File: src/rtl/wh_bram_writer_pkg.sv
// Shared widths and types for the WH BRAM write side.
// Bank depth is half the port-A address space; the address MSB selects the bank.
package wh_bram_writer_pkg;

  localparam int WH_WIDTH       = 144;
  localparam int WH_2_ADDR_W    = 9;
  localparam int NUM_NODE_WIDTH = 9;
  localparam int WH_BANK_DEPTH  = 2 ** (WH_2_ADDR_W - 1);

  typedef enum logic [1:0] {
    IDLE     = 2'd0,
    FILL     = 2'd1,
    ANNOUNCE = 2'd2
  } wh_wr_state_t;

endpackage

File: src/rtl/wh_bram_writer_pingpong_ctrl.sv
// Ping-pong bank bookkeeping: per-bank full/handed-off flags, in-order release pointer,
// and the 2-entry announce FIFO that presents filled banks to the aggregator.
module wh_pingpong_ctrl
  import wh_bram_writer_pkg::*;
(
  input  logic                      clk,
  input  logic                      rst_n,
  input  logic                      mark_full,
  input  logic                      bank_in,
  input  logic [NUM_NODE_WIDTH-1:0] count_in,
  output logic                      aggr_valid,
  input  logic                      aggr_ready,
  output logic                      aggr_bank,
  output logic [NUM_NODE_WIDTH-1:0] aggr_nodes,
  input  logic                      aggr_done,
  output logic [1:0]                bank_free
);

  logic [1:0]                     full_q;
  logic [1:0]                     handed_q;
  logic                           rel_ptr;
  logic [1:0]                     q_bank;
  logic [1:0][NUM_NODE_WIDTH-1:0] q_nodes;
  logic                           q_wr_ptr;
  logic                           q_rd_ptr;
  logic [1:0]                     q_level;
  logic                           pop;
  logic                           release_now;

  assign aggr_valid  = (q_level != 2'd0);
  assign aggr_bank   = q_bank[q_rd_ptr];
  assign aggr_nodes  = q_nodes[q_rd_ptr];
  assign pop         = aggr_valid & aggr_ready;
  // Banks are handed off alternately, so the oldest one is always rel_ptr.
  assign release_now = aggr_done & handed_q[rel_ptr];

  // A release in this cycle is visible immediately so the writer can restart without a bubble.
  always_comb begin
    bank_free = ~full_q;
    if (release_now) bank_free[rel_ptr] = 1'b1;
  end

  always_ff @(posedge clk or posedge rst_n) begin
    if (rst_n) begin
      full_q   <= '0;
      handed_q <= '0;
      rel_ptr  <= 1'b0;
      q_bank   <= '0;
      q_nodes  <= '0;
      q_wr_ptr <= 1'b0;
      q_rd_ptr <= 1'b0;
      q_level  <= 2'd0;
    end else begin
      for (int b = 0; b < 2; b++) begin
        if (mark_full && bank_in == 1'(b))
          full_q[b] <= 1'b1;
        else if (release_now && rel_ptr == 1'(b))
          full_q[b] <= 1'b0;
        if (pop && aggr_bank == 1'(b))
          handed_q[b] <= 1'b1;
        else if (release_now && rel_ptr == 1'(b))
          handed_q[b] <= 1'b0;
      end
      if (release_now) rel_ptr <= ~rel_ptr;
      if (mark_full) begin
        q_bank[q_wr_ptr]  <= bank_in;
        q_nodes[q_wr_ptr] <= count_in;
        q_wr_ptr          <= ~q_wr_ptr;
      end
      if (pop) q_rd_ptr <= ~q_rd_ptr;
      case ({mark_full, pop})
        2'b10:   q_level <= q_level + 2'd1;
        2'b01:   q_level <= q_level - 2'd1;
        default: q_level <= q_level;
      endcase
    end
  end

endmodule

File: src/rtl/wh_bram_writer.sv
// WH BRAM write side: streams per-node WH rows into ping-pong banks on port A and
// announces each completed subgraph (bank, node count) to the aggregator.
module wh_bram_writer
  import wh_bram_writer_pkg::*;
(
  input  logic                      clk,
  input  logic                      rst_n,
  input  logic                      wh_valid_i,
  input  logic [WH_WIDTH-1:0]       wh_data_i,
  input  logic                      wh_last_i,
  output logic                      wh_ready_o,
  output logic                      WH_BRAM_ena,
  output logic                      WH_BRAM_wea,
  output logic [WH_2_ADDR_W-1:0]    WH_BRAM_addra,
  output logic [WH_WIDTH-1:0]       WH_BRAM_dina,
  output logic                      aggr_valid_o,
  input  logic                      aggr_ready_i,
  output logic                      aggr_bank_o,
  output logic [NUM_NODE_WIDTH-1:0] num_of_nodes_o,
  input  logic                      aggr_done_i,
  output logic                      ovf_o
);

  // state    | meaning
  // IDLE     | waiting for bank[wr_bank] to be free
  // FILL     | accepting rows into bank[wr_bank]
  // ANNOUNCE | push bank to announce queue, flip wr_bank

  localparam logic [NUM_NODE_WIDTH-1:0] LAST_ROW = NUM_NODE_WIDTH'(WH_BANK_DEPTH - 1);

  wh_wr_state_t              state;
  wh_wr_state_t              state_nxt;
  logic [NUM_NODE_WIDTH-1:0] row_cnt;
  logic                      wr_bank;
  logic                      accept;
  logic                      at_last_row;
  logic                      row_end;
  logic                      mark_full;
  logic [1:0]                bank_free;

  assign accept      = wh_valid_i & wh_ready_o;
  assign at_last_row = (row_cnt == LAST_ROW);
  assign row_end     = accept & (wh_last_i | at_last_row);

  always_ff @(posedge clk or posedge rst_n) begin
    if (rst_n) state <= IDLE;
    else       state <= state_nxt;
  end

  always_comb begin
    state_nxt = state;
    case (state)
      IDLE:     if (bank_free[wr_bank]) state_nxt = FILL;
      FILL:     if (row_end) state_nxt = ANNOUNCE;
      ANNOUNCE: state_nxt = IDLE;
      default:  state_nxt = IDLE;
    endcase
  end

  always_comb begin
    wh_ready_o = 1'b0;
    mark_full  = 1'b0;
    case (state)
      FILL:     wh_ready_o = 1'b1;
      ANNOUNCE: mark_full  = 1'b1;
      default:  ;
    endcase
  end

  always_ff @(posedge clk or posedge rst_n) begin
    if (rst_n) begin
      row_cnt       <= '0;
      wr_bank       <= 1'b0;
      ovf_o         <= 1'b0;
      WH_BRAM_ena   <= 1'b0;
      WH_BRAM_wea   <= 1'b0;
      WH_BRAM_addra <= '0;
      WH_BRAM_dina  <= '0;
    end else begin
      if (state == IDLE && state_nxt == FILL)
        row_cnt <= '0;
      else if (accept)
        row_cnt <= row_cnt + NUM_NODE_WIDTH'(1);
      if (mark_full) wr_bank <= ~wr_bank;
      // A full bank without a last marker is cut short; remember it until reset.
      if (accept && !wh_last_i && at_last_row) ovf_o <= 1'b1;
      WH_BRAM_ena <= accept;
      WH_BRAM_wea <= accept;
      if (accept) begin
        WH_BRAM_addra <= {wr_bank, row_cnt[WH_2_ADDR_W-2:0]};
        WH_BRAM_dina  <= wh_data_i;
      end
    end
  end

  wh_pingpong_ctrl u_pingpong (
    .clk        (clk),
    .rst_n      (rst_n),
    .mark_full  (mark_full),
    .bank_in    (wr_bank),
    .count_in   (row_cnt),
    .aggr_valid (aggr_valid_o),
    .aggr_ready (aggr_ready_i),
    .aggr_bank  (aggr_bank_o),
    .aggr_nodes (num_of_nodes_o),
    .aggr_done  (aggr_done_i),
    .bank_free  (bank_free)
  );

endmodule

File: config.mk
export PLATFORM = sky130hd
export DESIGN_NAME = wh_bram_writer
export DESIGN_NICKNAME = d
export VERILOG_FILES = /design/src/rtl/wh_bram_writer_pkg.sv /design/src/rtl/wh_bram_writer_pingpong_ctrl.sv /design/src/rtl/wh_bram_writer.sv
export SDC_FILE = /design/constraint.sdc
export NUM_CORES = 1
export LEC_CHECK = 0
export ABC_AREA = 1
export BUFFER_PORTS_ARGS = -buffer_cell sky130_fd_sc_hd__buf_2
export CORE_AREA = 2 2 152 154
export CTS_BUF_LIST = sky130_fd_sc_hd__clkbuf_8
export DETAILED_ROUTE_END_ITERATION = 7
export DIE_AREA = 0 0 154 156
export GPL_TIMING_DRIVEN = 0
export MAX_ROUTING_LAYER = met4
export PLACE_DENSITY = 0.7
export REMOVE_ABC_BUFFERS = 1
export SYNTH_ARGS = -nofsm -noshare
export SYNTH_HDL_FRONTEND = slang
export SYNTH_SLANG_ARGS = --single-unit
File: constraint.sdc
create_clock -name clk -period 10.3 [get_ports clk]
set_clock_uncertainty 0.1 [all_clocks]
set_input_delay 1.545 -clock clk [delete_from_list [all_inputs] [get_ports clk]]
set_output_delay 1.545 -clock clk [all_outputs]
set_load 0.02 [all_outputs]
# Word-level counts from Yosys, hierarchy flattened
# Cells that the tools add are included.
dict set report classes {
  n_addsub 3
  order_cmp 6
  eq_ne 6
  muxes 31
  bitwise 12
  n_reduce_logical 20
}
# cell count
set op_table {}
lappend op_table {{2-to-1 mux 9 bit} 5}
lappend op_table {{bitwise mux 18 bit} 1}
lappend op_table {{2-to-1 mux 1 bit} 16}
lappend op_table {{nonzero test 2 bit} 7}
lappend op_table {{logical AND 1 bit} 11}
lappend op_table {{adder 9 x 1 -> 9 bit (second input constant)} 1}
lappend op_table {{demux 9 bit (select 1 bit)} 1}
lappend op_table {{== test 9 x 8 -> 1 bit (second input constant)} 1}
lappend op_table {{< comparator 1 x 2 -> 1 bit (second input constant)} 4}
lappend op_table {{case mux 2 bit (2 select lines)} 2}
lappend op_table {{== test 2 x 1 -> 1 bit (second input constant)} 3}
lappend op_table {{2-to-1 mux 2 bit} 3}
lappend op_table {{inverter 1 bit} 5}
lappend op_table {{bitwise AND 1 bit} 4}
lappend op_table {{== test 2 bit (second input constant)} 2}
lappend op_table {{adder 2 x 1 -> 2 bit (second input constant)} 1}
lappend op_table {{bitwise mux 2 bit} 1}
lappend op_table {{demux 1 bit (select 1 bit)} 2}
lappend op_table {{>= comparator 1 bit (second input constant)} 2}
lappend op_table {{logical NOT 2 bit} 1}
lappend op_table {{inverter 2 bit} 1}
lappend op_table {{bitwise OR 2 bit} 1}
lappend op_table {{subtractor 2 x 1 -> 2 bit (second input constant)} 1}
lappend op_table {{logical NOT 1 bit} 1}
lappend op_table {{bitwise OR 1 bit} 1}
dict set report totals {
  ff_bits 196
  inputBits 150
  output_inout_bits 168
  elab_cells 96
}

# Logic depth before layout (Yosys ltp)
dict set report depth {
  word_depth 13
  depth_mapped 9
  mapped_depth_nobuf 9
}

# Cells and area by module
# A second synthesis with hierarchy kept.
dict set report hier_totals {
  cells_unflattened 881
  hier_area_um2 7721.2
}
# module instances cells_each area_each_um2 seq_area_each_um2
set modules_own_cells {}
lappend modules_own_cells {wh_bram_writer 1 725 6412.4 4179.0}
lappend modules_own_cells {wh_pingpong_ctrl 1 156 1308.8 725.7}

# Least setup slack after synthesis
# Ideal clock, no wire load.
dict set report synth_timing {
  path_type {flip-flop to output port}
  start {register u_pingpong.q_rd_ptr}
  end {output port num_of_nodes_o[0]}
  t_arrival_ns 0.921
  required_time_ns 8.655
  slack_ns 7.734
  path_stages_with_launch 5
  path_buffers 1
  cell_sequence {dfrtp_1 inv_1 clkbuf_1 nand2_1 nand2_1}
}
dict set report synth_via {
  elab_chain_cells 2
}
# item line
set synth_rtl {}
lappend synth_rtl {{start: declaration} wh_bram_writer_pingpong_ctrl.sv:25} ;# logic q_rd_ptr;
lappend synth_rtl {{start signal: assignment} wh_bram_writer_pingpong_ctrl.sv:70} ;# if (pop) q_rd_ptr <= ~q_rd_ptr;
lappend synth_rtl {{2-to-1 mux 9 bit (not written as such) (2 in series)} wh_bram_writer_pingpong_ctrl.sv:32} ;# assign aggr_nodes = q_nodes[q_rd_ptr];
lappend synth_rtl {{end: declaration} wh_bram_writer.sv:19} ;# output logic [NUM_NODE_WIDTH-1:0] num_of_nodes_o,
# No other way between the ends. The select of a mux whose other input is x is not followed.

# Worst setup path after layout
dict set report layout_timing {
  start {register u_pingpong.q_rd_ptr}
  end {output port aggr_bank_o}
}
dict set report layout_via {
  elab_chain_cells 2
}
# item line
set layout_rtl {}
lappend layout_rtl {{2-to-1 mux 1 bit (not written as such) (2 in series)} wh_bram_writer_pingpong_ctrl.sv:31} ;# assign aggr_bank = q_bank[q_rd_ptr];
lappend layout_rtl {{end: declaration} wh_bram_writer.sv:18} ;# output logic aggr_bank_o,
# No other way between the ends. The select of a mux whose other input is x is not followed.

==> run metrics <==
status=completed; Setup CP Type=reg2out; via count=6516; post-CTS setup buffer count=0; drt pass-1 iters=5; crit path DAT=1.68 ns; Area growth syn-to-layout=28.4%; total track usage=16.7%; Non-Filler Instances=1464; GRT overflow=0; GPL Wtd Cong=0.786; register area=4900 um2; hold slack=0.360 ns; Slew @ Worst Pin=0.643 ns; Final Core Density=approximately 44%; async set or reset register ratio after synthesis=100%; Fill cells=2220; clk buf depth=2; Clk pwr share=16.5%; Area after DPL=9490 um2; Root Buffer=clkbuf_8; Highest Clock Rate=0.300 GHz; Setup Viol. Count Final=0; Inst Count DP=around 1400; IO Count=318; cells on worst reg2reg path=7; Synth area leaders=dfrtp_1 (64%), nand2_1 (26%), o21ai_0 (2.1%), buf_6 (2.0%), buf_2 (1.0%); Ys Warns=0; TritonCTS Buffers=17; clock sinks=196; Critical Path Start Type=flip-flop; peak supply drop=0.154 mV; Hold Path Depth=1; Sw Share=between 40% and 50%; sequential share of power=41.5%; minimum clock period=3.33 ns; synthesized cell area=7710 um2; Max-Cap Viols=0; Wirelength per Cell=approximately 13 um; H-tree depth=4; Mapped Cells=866; Crit path required time=slightly below 9 ns; Synth Flop Type=dfrtp_1; switching pwr=1360 uW; register area share after synthesis=63.6%; top cells by count, synth=nand2_1 (524), dfrtp_1 (196), o21ai_0 (33); Slew Viols, Final=0; post-route clock period utilization=32.3%; Routed Wire Length=approximately 20 mm; share of layout cells above drive strength 1=30.6%; largest net degree at the start of global routing=107; count of final hold-check violations=0; Detailed Place HPWL=approximately 14 mm; critical path endpoint category=output pin; Rows=55; Die H=156 um; initial antenna violation count=1; die area=24000 um2; Distinct cells, synth=25; RSZ-0062 raised after global routing=false; cell area after layout=about 10000 um2; Seq cells post-synth=between 150 and 200; ANT nets after route=0; top-area cell type share of the netlist area=63.6%; first-pass GRT wire length=31.3 mm; Synth area leader=dfrtp_1; Chip Width=154 um; initial DRC count=341; Comb pwr share=42.0%; leakage power=0.00576 uW; hold_buf cts=0; drt via density=between 4 and 5; Post-CTS Resized=0; average cell area after synthesis=8.90 um2; Post-synth EDFFs=0; CTS tree=done; Nets=1317; Worst-Skew Late Latency=roughly 0.45 ns; Power Density=310 nW/um2; post-place setup slack=6.81 ns; P_int=1710 uW; area of the multi-input gates=2430 um2; Core Region=22400 um2; CP max FO=11; most frequent cell after synthesis=nand2_1; vias in the first global route=6298; # port buffers=around 320; Rel. slew slack=57.2%; HP Class=reg2reg; Post-route DRC=0; CTS clk-pin slew, worst paths=0.10 ns; post-route setup slack=approximately 7 ns; starting density of the core=about a third
cells by family (layout without fill, tap and decap cells):
group	count (synthesis)	count (layout)	synth area share [%]
adders and majority gates	3	3	0.487
and+or+nand+nor	560	560	27.8
buffers and inverters	65	376	5.02
other	0	2	0
DFF	196	196	63.6
xor gates and xnor gates	5	5	0.568
AOI/OAI and AO/OA	37	37	2.53
power by group through the flow:
stage | sequential [uW] | combinational [uW] | clock, uW
after global routing | 1320 | 1420 | 565
after CTS | 1270 | 1310 | 530
final | 1270 | 1290 | 508
after floorplan | 1620 | 482 | 0
after global placement | 1270 | 1320 | 0
after detailed placement | 1280 | 1310 | 0
routing by layer:
metal / share of wire, % / vias up / track usage (%)
li1: - / 3221 / -
met1: 43 / 3047 / 20.9
met2: 49 / 217 / 26.7
met3: 6.0 / 31 / 4.08
met4: 2.1 / 0 / 5.87
met5: 0 / - / -
final cells by class:
type | instances | area share (%)
Clock buffer | 17 | 2.36
Clock inverter | 15 | 1.71
Tap cell | 285 | 3.60
Multi-Input combinational cell | 605 | 24.6
Timing Repair Buffer | 321 | 17.1
Inverter | 23 | 0.999
Antenna cell | 2 | 0.0506
Sequential cell | 196 | 49.6
through the flow:
stage	setup TNS [ns]	power (uW)
6_report	0	3070
5_1_grt	0	3300
4_1_cts	0	3110
3_5_place_dp	0	2590
3_3_place_gp	-20.40	2590
2_1_floorplan	0	2100
flip-flops by register name, indices dropped and copies added (netlist names):
| signal | flops |
|---|---|
| WH_BRAM_dina | 144 |
| u_pingpong.q_bank | 2 |
| u_pingpong.handed_q | 2 |
| u_pingpong.full_q | 2 |
| wr_bank | 1 |
| WH_BRAM_addra | 9 |
| u_pingpong.q_level | 2 |
| state | 2 |
| u_pingpong.q_wr_ptr | 1 |
| ovf_o | 1 |
| u_pingpong.q_nodes | 18 |
| u_pingpong.q_rd_ptr | 1 |
| u_pingpong.rel_ptr | 1 |
| row_cnt | 9 |
| WH_BRAM_wea | 1 |
worst paths after layout:
kind	from	to	slack (ns)
max in group asynchronous	rst_n	WH_BRAM_dina[80]	8.09
worst max register to register	state[1]	WH_BRAM_dina[129]	7.93
worst min register to register	ovf_o	ovf_o	0.36
min in group asynchronous	rst_n	WH_BRAM_dina[64]	1.06
worst min-delay path	ovf_o	ovf_o	0.36
worst max-delay path	u_pingpong.q_rd_ptr	aggr_bank_o	6.97
worst max-delay path: stages, from the launching register on:
cell and delay, ns:
dfrtp_1 0.52, inv_1 0.31, nand2_1 0.08, nand2_1 0.13
buf_2 0.18
cells in the final DEF, fill, tap and decap left out, types with 2 or more instances in the layout:
cell,n
clkbuf_8,17
nor2_1,13
o21ai_0,33
xor2_1,3
clkinv_4,2
ha_1,3
nand3_1,15
clkinv_8,2
dfrtp_1,196
inv_1,21
xnor2_1,2
inv_8,5
buf_2,317
buf_16,4
diode_2,2
nand2_1,524
nand4_1,2
inv_6,5
(Power assumes the default switching activity.)
